## src/rtl/aib_rx_word_aligner.sv

```systemverilog
// AIB receive word aligner for 2:1-mode words.
// Finds the half-word boundary with marker bits (bit 79 = 1, bit 39 = 0),
// locks after LOCK_CNT consecutive hits, and drops lock after UNLOCK_CNT
// consecutive misses. Markers are stripped from the 78-bit output payload.
module aib_rx_word_aligner #(
  parameter int unsigned LOCK_CNT   = 8,
  parameter int unsigned UNLOCK_CNT = 4
) (
  input  logic        clk,
  input  logic        rst_n,
  input  logic        align_en_i,
  input  logic        rx_valid_i,
  input  logic [79:0] rx_data_i,
  output logic [77:0] data_o,
  output logic        valid_o,
  output logic        locked_o,
  output logic        offset_o,
  output logic [7:0]  err_cnt_o
);

  typedef enum logic [1:0] {
    IDLE,
    SEARCH,
    VERIFY,
    LOCKED
  } state_t;

  localparam logic [7:0] LOCK_CNT_W   = 8'(LOCK_CNT);
  localparam logic [7:0] UNLOCK_CNT_W = 8'(UNLOCK_CNT);

  state_t      r_state;
  logic [39:0] r_prev_hi;   // only the upper half of the last word feeds candidate B
  logic        r_prev_ok;
  logic [7:0]  r_hit_cnt;
  logic [7:0]  r_miss_cnt;
  logic [7:0]  r_err_cnt;
  logic        r_offset;
  logic        r_locked;
  logic        r_valid;
  logic [77:0] r_data;

  logic [79:0] w_cand_a;
  logic [79:0] w_cand_b;
  logic [79:0] w_sel;
  logic        w_match_a;
  logic        w_match_b;
  logic        w_match_sel;
  logic [7:0]  w_hit_inc;
  logic [7:0]  w_miss_inc;

  // Candidate words, marker detection and counter increments
  always_comb begin
    w_cand_a    = rx_data_i;
    w_cand_b    = {rx_data_i[39:0], r_prev_hi};
    w_sel       = r_offset ? w_cand_b : w_cand_a;
    w_match_a   = w_cand_a[79] & ~w_cand_a[39];
    w_match_b   = w_cand_b[79] & ~w_cand_b[39];
    w_match_sel = w_sel[79] & ~w_sel[39];
    w_hit_inc   = r_hit_cnt + 8'd1;
    w_miss_inc  = r_miss_cnt + 8'd1;
  end

  // Alignment FSM with registered outputs
  always_ff @(posedge clk) begin
    if (!rst_n) begin
      r_state    <= IDLE;
      r_prev_hi  <= '0;
      r_prev_ok  <= 1'b0;
      r_hit_cnt  <= '0;
      r_miss_cnt <= '0;
      r_err_cnt  <= '0;
      r_offset   <= 1'b0;
      r_locked   <= 1'b0;
      r_valid    <= 1'b0;
      r_data     <= '0;
    end else begin
      r_valid <= 1'b0;
      if (rx_valid_i) begin
        r_prev_hi <= rx_data_i[79:40];
      end
      if (!align_en_i) begin
        r_state    <= IDLE;
        r_prev_ok  <= 1'b0;
        r_hit_cnt  <= '0;
        r_miss_cnt <= '0;
        r_err_cnt  <= '0;
        r_locked   <= 1'b0;
      end else if (r_state == IDLE) begin
        r_state <= SEARCH;
      end else if (rx_valid_i) begin
        r_prev_ok <= 1'b1;
        case (r_state)
          SEARCH: begin
            if (w_match_a) begin
              r_state   <= VERIFY;
              r_offset  <= 1'b0;
              r_hit_cnt <= 8'd1;
            end else if (w_match_b && r_prev_ok) begin
              r_state   <= VERIFY;
              r_offset  <= 1'b1;
              r_hit_cnt <= 8'd1;
            end
          end
          VERIFY: begin
            if (w_match_sel) begin
              r_hit_cnt <= w_hit_inc;
              if (w_hit_inc == LOCK_CNT_W) begin
                r_state  <= LOCKED;
                r_locked <= 1'b1;
              end
            end else begin
              r_state   <= SEARCH;
              r_hit_cnt <= '0;
            end
          end
          LOCKED: begin
            if (w_match_sel) begin
              r_miss_cnt <= '0;
              r_valid    <= 1'b1;
              r_data     <= {w_sel[78:40], w_sel[38:0]};
            end else begin
              if (r_err_cnt != 8'hFF) begin
                r_err_cnt <= r_err_cnt + 8'd1;
              end
              if (w_miss_inc == UNLOCK_CNT_W) begin
                r_state    <= SEARCH;
                r_miss_cnt <= '0;
                r_hit_cnt  <= '0;
                r_locked   <= 1'b0;
              end else begin
                r_miss_cnt <= w_miss_inc;
                r_valid    <= 1'b1;
                r_data     <= {w_sel[78:40], w_sel[38:0]};
              end
            end
          end
          default: r_state <= IDLE;
        endcase
      end
    end
  end

  assign data_o    = r_data;
  assign valid_o   = r_valid;
  assign locked_o  = r_locked;
  assign offset_o  = r_offset;
  assign err_cnt_o = r_err_cnt;

endmodule

```

## config.mk

```make
export PLATFORM = sky130hd
export DESIGN_NAME = aib_rx_word_aligner
export DESIGN_NICKNAME = d
export VERILOG_FILES = /design/src/rtl/aib_rx_word_aligner.sv
export SDC_FILE = /design/constraint.sdc
export NUM_CORES = 1
export LEC_CHECK = 0
export ABC_CLOCK_PERIOD_IN_PS = 4000
export BUFFER_PORTS_ARGS = -buffer_cell sky130_fd_sc_hd__buf_4
export CAP_MARGIN = 20
export CELL_PAD_IN_SITES_DETAIL_PLACEMENT = 0
export CELL_PAD_IN_SITES_GLOBAL_PLACEMENT = 2
export CORE_ASPECT_RATIO = 1.2
export CORE_UTILIZATION = 36
export CTS_BUF_LIST = sky130_fd_sc_hd__clkbuf_8
export CTS_CLUSTER_SIZE = 10
export DETAILED_ROUTE_END_ITERATION = 10
export GPL_TIMING_DRIVEN = 0
export PLACE_DENSITY_LB_ADDON = 0.1
export SYNTH_ARGS = -nofsm -noshare
export SYNTH_HDL_FRONTEND = slang
export SYNTH_SLANG_ARGS = --single-unit
export TNS_END_PERCENT = 100
```

## constraint.sdc

```tcl
create_clock -name clk -period 4 [get_ports clk]
set_input_delay 0.4 -clock clk [delete_from_list [all_inputs] [get_ports clk]]
set_output_delay 0.4 -clock clk [all_outputs]
set_load 0.02 [all_outputs]
```

==> impl_metrics.ini, run 1 <==
[setup_path]
regToRegStartpoint = r_state[0]$_SDFFE_PN0P_
start_kind = flip-flop
endpoint_kind = flip-flop
criticalPathCategory = flip-flop to flip-flop
r2r_slack_ns = 1.62
slowest_stage = nor2_1
slowest_delay_ns = 0.56
crit_path_start = r_state[0]$_SDFFE_PN0P_
cp.required_ns = 4.35
crit_family = buffers and inverters
worstPathCellList = nand3_1 -> nor2_1 -> clkbuf_1 -> clkbuf_1 -> nand3_1 -> o211a_1
path_max_fanout = 10
path_buf_inv = 2
cp.arrival_ns = 2.73

[final_layout]
area_growth_pct = 29.6
layout_commonest_cell = buf_4
antenna_cells = 0
layout_common_cells = 174 x buf_4, 148 x dfxtp_1, 120 x mux2i_1
nNetsFinal = 982
drive_gt1_frac = 0.251

[grt]
grt_first_pass_wirelength_um = 31800
grt_max_degree = 17
grt_util_met3 = 0.0675
grt_antenna_before_repair = 0
grt_usage = 0.209
grt_pass1_vias = 6183
busiest_layer = met2
grt_overflow = 0
gr-usage-met2 = 0.371
met1_usage = 0.231

[clock_network]
cts_resized = 0
clockBufferDepth = 2
post_cts_buffers = 0
clk_pin_slew_ns = 0.09
cts_hold_buf = 0
htreeDepth = 4
cts_tree = built
worstSkewPairLatency_ns = 0.45
cts_sinks = 148
cts-root-buf = clkbuf_8
cts_made_buffers = 17

[timing]
skew_ns = 0.0108
rsz0062_at_grt = no
clock.fmax_mhz = 420
setup_viol = 0
layout_min_cycle_time_ns = 2.38
hold_viol = 0
worst_pin_slew_ns = 0.865
post-route-period-util = 0.596
finalSetupTns_ns = 0
slew_headroom = 0.423
final-max-slew-violation-count = 0

[synthesis]
ys.flop_type = dfxtp_1
postSynthAreaPerCell_um2 = 9.83
ys_seq_area_frac = 0.429
ys_warn_count = 0
netlist_area_mm2 = 0.00691
ys_ff_latch = 148
synth_nets = 791
async_reset_ff_frac = 0
synth-edff-count = 0
yosysTopAreaCell = dfxtp_1
yosys-top-cells-area = dfxtp_1 43%, mux2i_1 17%, o211a_1 11%
synth_cell_types = 47
synthCells = 703
yosysTopAreaCellShare = 0.429

[routing]
wl_per_cell_um = 17.2
routed_wl_um = 20000
routed_via_density = 5.14
ant_nets = 0
drc = 0
firstDrtPassIters = 7
num_vias = 5981
first_iter_violations = 220

[place]
io_buffers = 172
post-dp-hpwl_um = 15300
routabilityCongestion = 0.844

[hold_path]
min-delay-start = rx_data_i[41]
hold_class = primary input to flip-flop

[power]
cellInternalPower_mw = 2.30
p_per_area_mw_per_mm2 = 335
clockPowerShare = 0.424
power_frac_comb = 0.073
ir_drop_uv = 177
leakage_nw = 4.34
switchingPower_uw = 703
total_power_mw = 3.00
netSwitchingFraction = 0.234
p_seq_frac = 0.503

[die]
dieHeight_um = 154
die_width_um = 128
start_util = 0.366
die_area_mm2 = 0.0198
rows = 55
core_area_mm2 = 0.0189
pin_count = 173

[flow_run]
cap_violations = 0

[status]
status = complete, no violations
layer usage:
| layer | up-vias | routed length (um) |
|---|---|---|
| met5 | - | 0 |
| li1 | 2956 | - |
| met3 | 22 | 1230 |
| met2 | 128 | 10300 |
| met4 | 0 | 312 |
| met1 | 2875 | 8180 |
worst register-to-register path: stages (launching register included):
cell and delay (ns):
dfxtp_1 0.38, nand3_1 0.14, nor2_1 0.56, clkbuf_1 0.46, clkbuf_1 0.44, nand3_1 0.14
o211a_1 0.16
cell usage after synthesis, types with 2 or more instances:
library cell and n:
nand4b_1 2, buf_1 7, xnor2_1 8, mux2i_1 120
o22ai_1 3, inv_1 7, and3_1 5, o21a_1 2
a31oi_1 5, and2_1 3, a21oi_1 19, ha_1 4
nand4_1 3, dfxtp_1 148, buf_2 16, o21ai_0 11
nand3_1 92, a211oi_1 3, nor3_1 11, or3_1 2
nor2b_1 40, nand2_1 24, nor3b_1 2, nand2b_1 3
clkbuf_1 33, buf_4 2, nor2_1 23, nor4_1 2
o211a_1 78, nand3b_1 3, a311oi_1 3, buf_6 4
kinds of logic after synthesis:
family	share of synthesized area
buf+inv	0.0464
compound gates	0.164
mux	0.175
flops	0.429
simple gates	0.168
fa+ha+maj	0.00724
xor+xnor	0.0101
stage by stage:
step | area (um^2) | util | hold slack [ns] | instances | worst slack, ns
global route | 8960 | 0.475 | 0.181 | 1163 | 1.43
CTS | 8960 | 0.475 | 0.185 | 1163 | 1.61
finish | 8960 | 0.475 | 0.218 | 1163 | 1.62
global placement | 8520 | 0.452 | 0.439 | 1131 | 1.40
detailed placement | 8520 | 0.452 | 0.445 | 1131 | 1.45
floorplan | 6910 | - | 0.426 | 703 | 2.00
power groups by stage:
stage	Combinational (mW)	Clock [mW]	Sequential (mW)
finish	0.218	1.27	1.51
global route	0.239	1.38	1.51
CTS	0.221	1.31	1.51
detailed placement	0.221	0	1.55
global placement	0.217	0	1.54
floorplan	0.107	0	1.54
path summary, 6_finish.rpt:
path / endpoint / cells after the start
max: data_o[47]$_SDFFE_PN0P_ / 6
min reg2reg: r_miss_cnt[7]$_SDFFE_PN0P_ / 2
max reg2reg: data_o[47]$_SDFFE_PN0P_ / 6
min: r_prev_hi[1]$_SDFFE_PN0P_ / 3
cell type report:
cell class	count	area, um^2
Fill cell	1973	9900
Tap cell	256	320
Multi-Input combinational cell	485	3630
Sequential cell	148	2960
Clock buffer	18	248
Buffer	62	290
Inverter	8	30.0
Clock inverter	14	188
Timing Repair Buffer	172	1290
state kept, by name, summed over array words and instances (netlist names):
register / flops
data_o: 78
err_cnt_o: 8
locked_o: 1
offset_o: 1
r_hit_cnt: 8
r_miss_cnt: 8
r_prev_hi: 40
r_prev_ok: 1
r_state: 2
valid_o: 1
Note: power is estimated with default switching activity, not from simulation.
==> run 2, diff against run 1 <==
- ABC_AREA: default -> 1
- ABC_CLOCK_PERIOD_IN_PS: 4000 -> 2200
- CORE_UTILIZATION: 36 -> 30
- clock period: 4 -> 2.2 ns (I/O delays scaled with it)
==> run 2 against run 1 <==
Compared with the run above:
- setup slack got worse by 1.5 ns
- non-clock buffer count up 25
- sequential power rose by 83%
- synthesized area decreased by 3.4%
- the run now ends with design-rule violations left
- final area rose by 0.88%
- clock-buffer cell count shrank 1
- sequential share of layout area decreased by 0.19 points
- cell count increased by 24%
- utilization is 6.0 points lower
- worst hold slack got worse by 0.19 ns
- total power grew 81%
- register-to-register slack lost 1.5 ns
==> impl_metrics.ini, run 2 <==
[status]
status = finished, violations left
failed_checks = design-rule violations

[final_layout]
drive_gt1_frac = 0.235
regArea_mm2 = 0.00297
layout_commonest_cell = nor2_1
nNetsFinal = 1247
fillCellCount = 2331
final_cell_area_mm2 = 0.00904
multi_input_area_mm2 = 0.00317
utilization = 0.415
area_growth_pct = 35.4
layout_common_cells = 235 x nor2_1, 176 x buf_4, 145 x o21ai_0, 145 x dfxtp_1, 92 x nand2_1
largest_reg_flops = 78
antenna_cells = 0
layout.cells.non_filler = 1446

[synthesis]
netlist_area_mm2 = 0.00667
async_reset_ff_frac = 0
ys_ff_latch = 148
yosysTopAreaCellShare = 0.444
synthCells = 937
synth_cell_types = 36
ys_seq_area_frac = 0.444
yosys-top-cells-area = dfxtp_1 44%, nor2_1 13%, o21ai_0 11%
synth_nets = 1025
postSynthAreaPerCell_um2 = 7.12
ys.flop_type = dfxtp_1
yosysTopAreaCell = dfxtp_1
synth-edff-count = 0
ys_warn_count = 0
synth_most_common_cell = nor2_1
synthTopCellsByCount = 237 x nor2_1, 148 x dfxtp_1, 145 x o21ai_0

[die]
dieHeight_um = 165
die_width_um = 138
rows = 59
core_area_mm2 = 0.0218
start_util = 0.306
die_area_mm2 = 0.0228
pin_count = 173

[routing]
wl_per_cell_um = 15.4
routed_wl_um = 22300
routed_via_density = 4.62
ant_nets = 0
firstDrtPassIters = 8
drc = 20
num_vias = 6680
first_iter_violations = 323

[clock_network]
clk_pin_slew_ns = 0.09
cts_made_buffers = 17
htreeDepth = 4
cts_tree = built
cts-root-buf = clkbuf_8
cts_sinks = 148
worstSkewPairLatency_ns = 0.47
clockBufferDepth = 2

[flow_run]
cap_violations = 0

[grt]
grt_usage = 0.200
grt_overflow = 0
grt_antenna_before_repair = 0
grt_first_pass_wirelength_um = 35100
grt_max_degree = 17
grt_pass1_vias = 6644

[timing]
setup_ws_ns = 0.124
setup_viol = 0
worst_pin_slew_ns = 0.661
skew_ns = 0.0174
layout_min_cycle_time_ns = 2.08
clock.fmax_mhz = 482
slew_headroom = 0.559
final-max-slew-violation-count = 0
post-route-period-util = 0.943
hold_viol = 0

[setup_path]
crit_path_start = offset_o$_SDFFE_PN0P_
endpoint_kind = flip-flop
cp.required_ns = 2.56
criticalPathCategory = flip-flop to flip-flop
worstPathCellList = buf_2 -> nand3_1 -> o21a_1 -> nand4_4 -> nand2_4 -> nor2_8 -> inv_4 -> buf_6 -> buf_6 -> nor2_1 -> nor2_1
r2r_cells = 11
slowest_delay_ns = 0.39
r2r-end = data_o[49]$_SDFFE_PN0P_
slowest_stage = dfxtp_1
path_max_fanout = 10
start_kind = flip-flop
regToRegStartpoint = offset_o$_SDFFE_PN0P_
cp.arrival_ns = 2.44
r2r_slack_ns = 0.12

[place]
routabilityCongestion = 0.771
placedInstanceArea_mm2 = 0.00830
post-dp-hpwl_um = 16000
io_buffers = 171
pre_cts_ws_ns = 0.0224
placed_cells = 1382

[power]
p_seq_frac = 0.507
switchingPower_mw = 1.53
clockPowerShare = 0.407
netSwitchingFraction = 0.282
cellInternalPower_mw = 3.90
power_frac_comb = 0.086
p_per_area_mw_per_mm2 = 602
ir_drop_uv = 345
total_power_mw = 5.44
leakage_nw = 4.09

[hold_path]
hold_path_end = r_prev_hi[32]$_SDFFE_PN0P_
hold_class = primary input to flip-flop
hold_depth = 3
min-delay-start = rx_data_i[72]
-- run 2: cell types whose count changed after synthesis, moves of 64 or more --
cell | before | now
mux2i_1 | 120 | 0
nor2_1 | 23 | 237
nand2_1 | 24 | 93
inv_1 | 7 | 74
o21ai_0 | 11 | 145
o211a_1 | 78 | 0
nand3_1 | 92 | 28
-- run 2: cells by family (layout without fill, tap and decap cells) --
family	count (synthesis)	in the layout	synth area share
AO/OA/AOI/OAI	241	241	0.183
XOR/XNOR	2	2	0.00263
adder cells (fa/ha/maj)	4	4	0.00750
buffers and inverters	133	368	0.0838
flip-flops	148	148	0.444
multiplexers	24	24	0.0405
AND/OR/NAND/NOR	385	385	0.238
-- run 2: area by class of cell --
class                   count  area share
repair buffers            203       0.177
well taps                 274      0.0379
flip-flops and latches    148       0.329
multi-input cells         656       0.350
inverters                  77      0.0323
clock inverters            15      0.0173
clock buffers              17      0.0259
plain buffers              56      0.0306
-- run 2: power by group through the flow --
stage          clock, mW  combinational (mW)  sequential [mW]
2_1_floorplan          0               0.212             2.82
3_3_place_gp           0               0.429             2.82
3_5_place_dp           0               0.426             2.82
5_1_grt             2.38               0.523             2.76
4_1_cts             2.30               0.470             2.76
6_report            2.21               0.466             2.76
-- run 2: worst max-delay path by stage --
stage / to / slack (ns) / cells after the start
finish: data_o[49]$_SDFFE_PN0P_ / 0.12 / 11
global route: data_o[40]$_SDFFE_PN0P_ / -0.004 / 13
CTS: data_o[53]$_SDFFE_PN0P_ / 0.05 / 14
detailed placement: data_o[11]$_SDFFE_PN0P_ / 0.02 / 6
global placement: data_o[53]$_SDFFE_PN0P_ / 0.01 / 7
floorplan: data_o[34]$_SDFFE_PN0P_ / 0.35 / 13
-- run 2: critical path, delay by kind of cell, from the launching register on --
family          cells  cell delay, ns
flops               1            0.39
buf+inv             4            0.65
compound gates      1            0.21
simple gates        6            0.72
-- run 2: what timing repair did --
item | 4_1_cts | 5_1_grt
hold buffers | 29 | 0
endpoints found under the hold margin | 29 | 0
setup endpoints to repair | 2 | 68
cloned | 0 | 0
buffers inserted | 0 | 3
gates resized for setup | 3 | 14
pin swaps | 0 | 3
-- run 2: per-stage QoR --
step | TNS (ns) | hold slack (ns)
4_1_cts | 0 | 0.0000732
2_1_floorplan | 0 | 0.355
3_3_place_gp | 0 | 0.459
5_1_grt | -0.00475 | 0.00356
3_5_place_dp | 0 | 0.464
6_report | 0 | 0.0249
-- run 2: routing by layer --
layer	wire (um)	GRT usage	part of all wire	vias to the layer above
met3	1160	0.0557	0.052	20
li1	-	-	-	3482
met1	9940	0.238	0.45	3030
met2	10900	0.350	0.49	148
met5	0	0	0	-
met4	284	0.0649	0.013	0
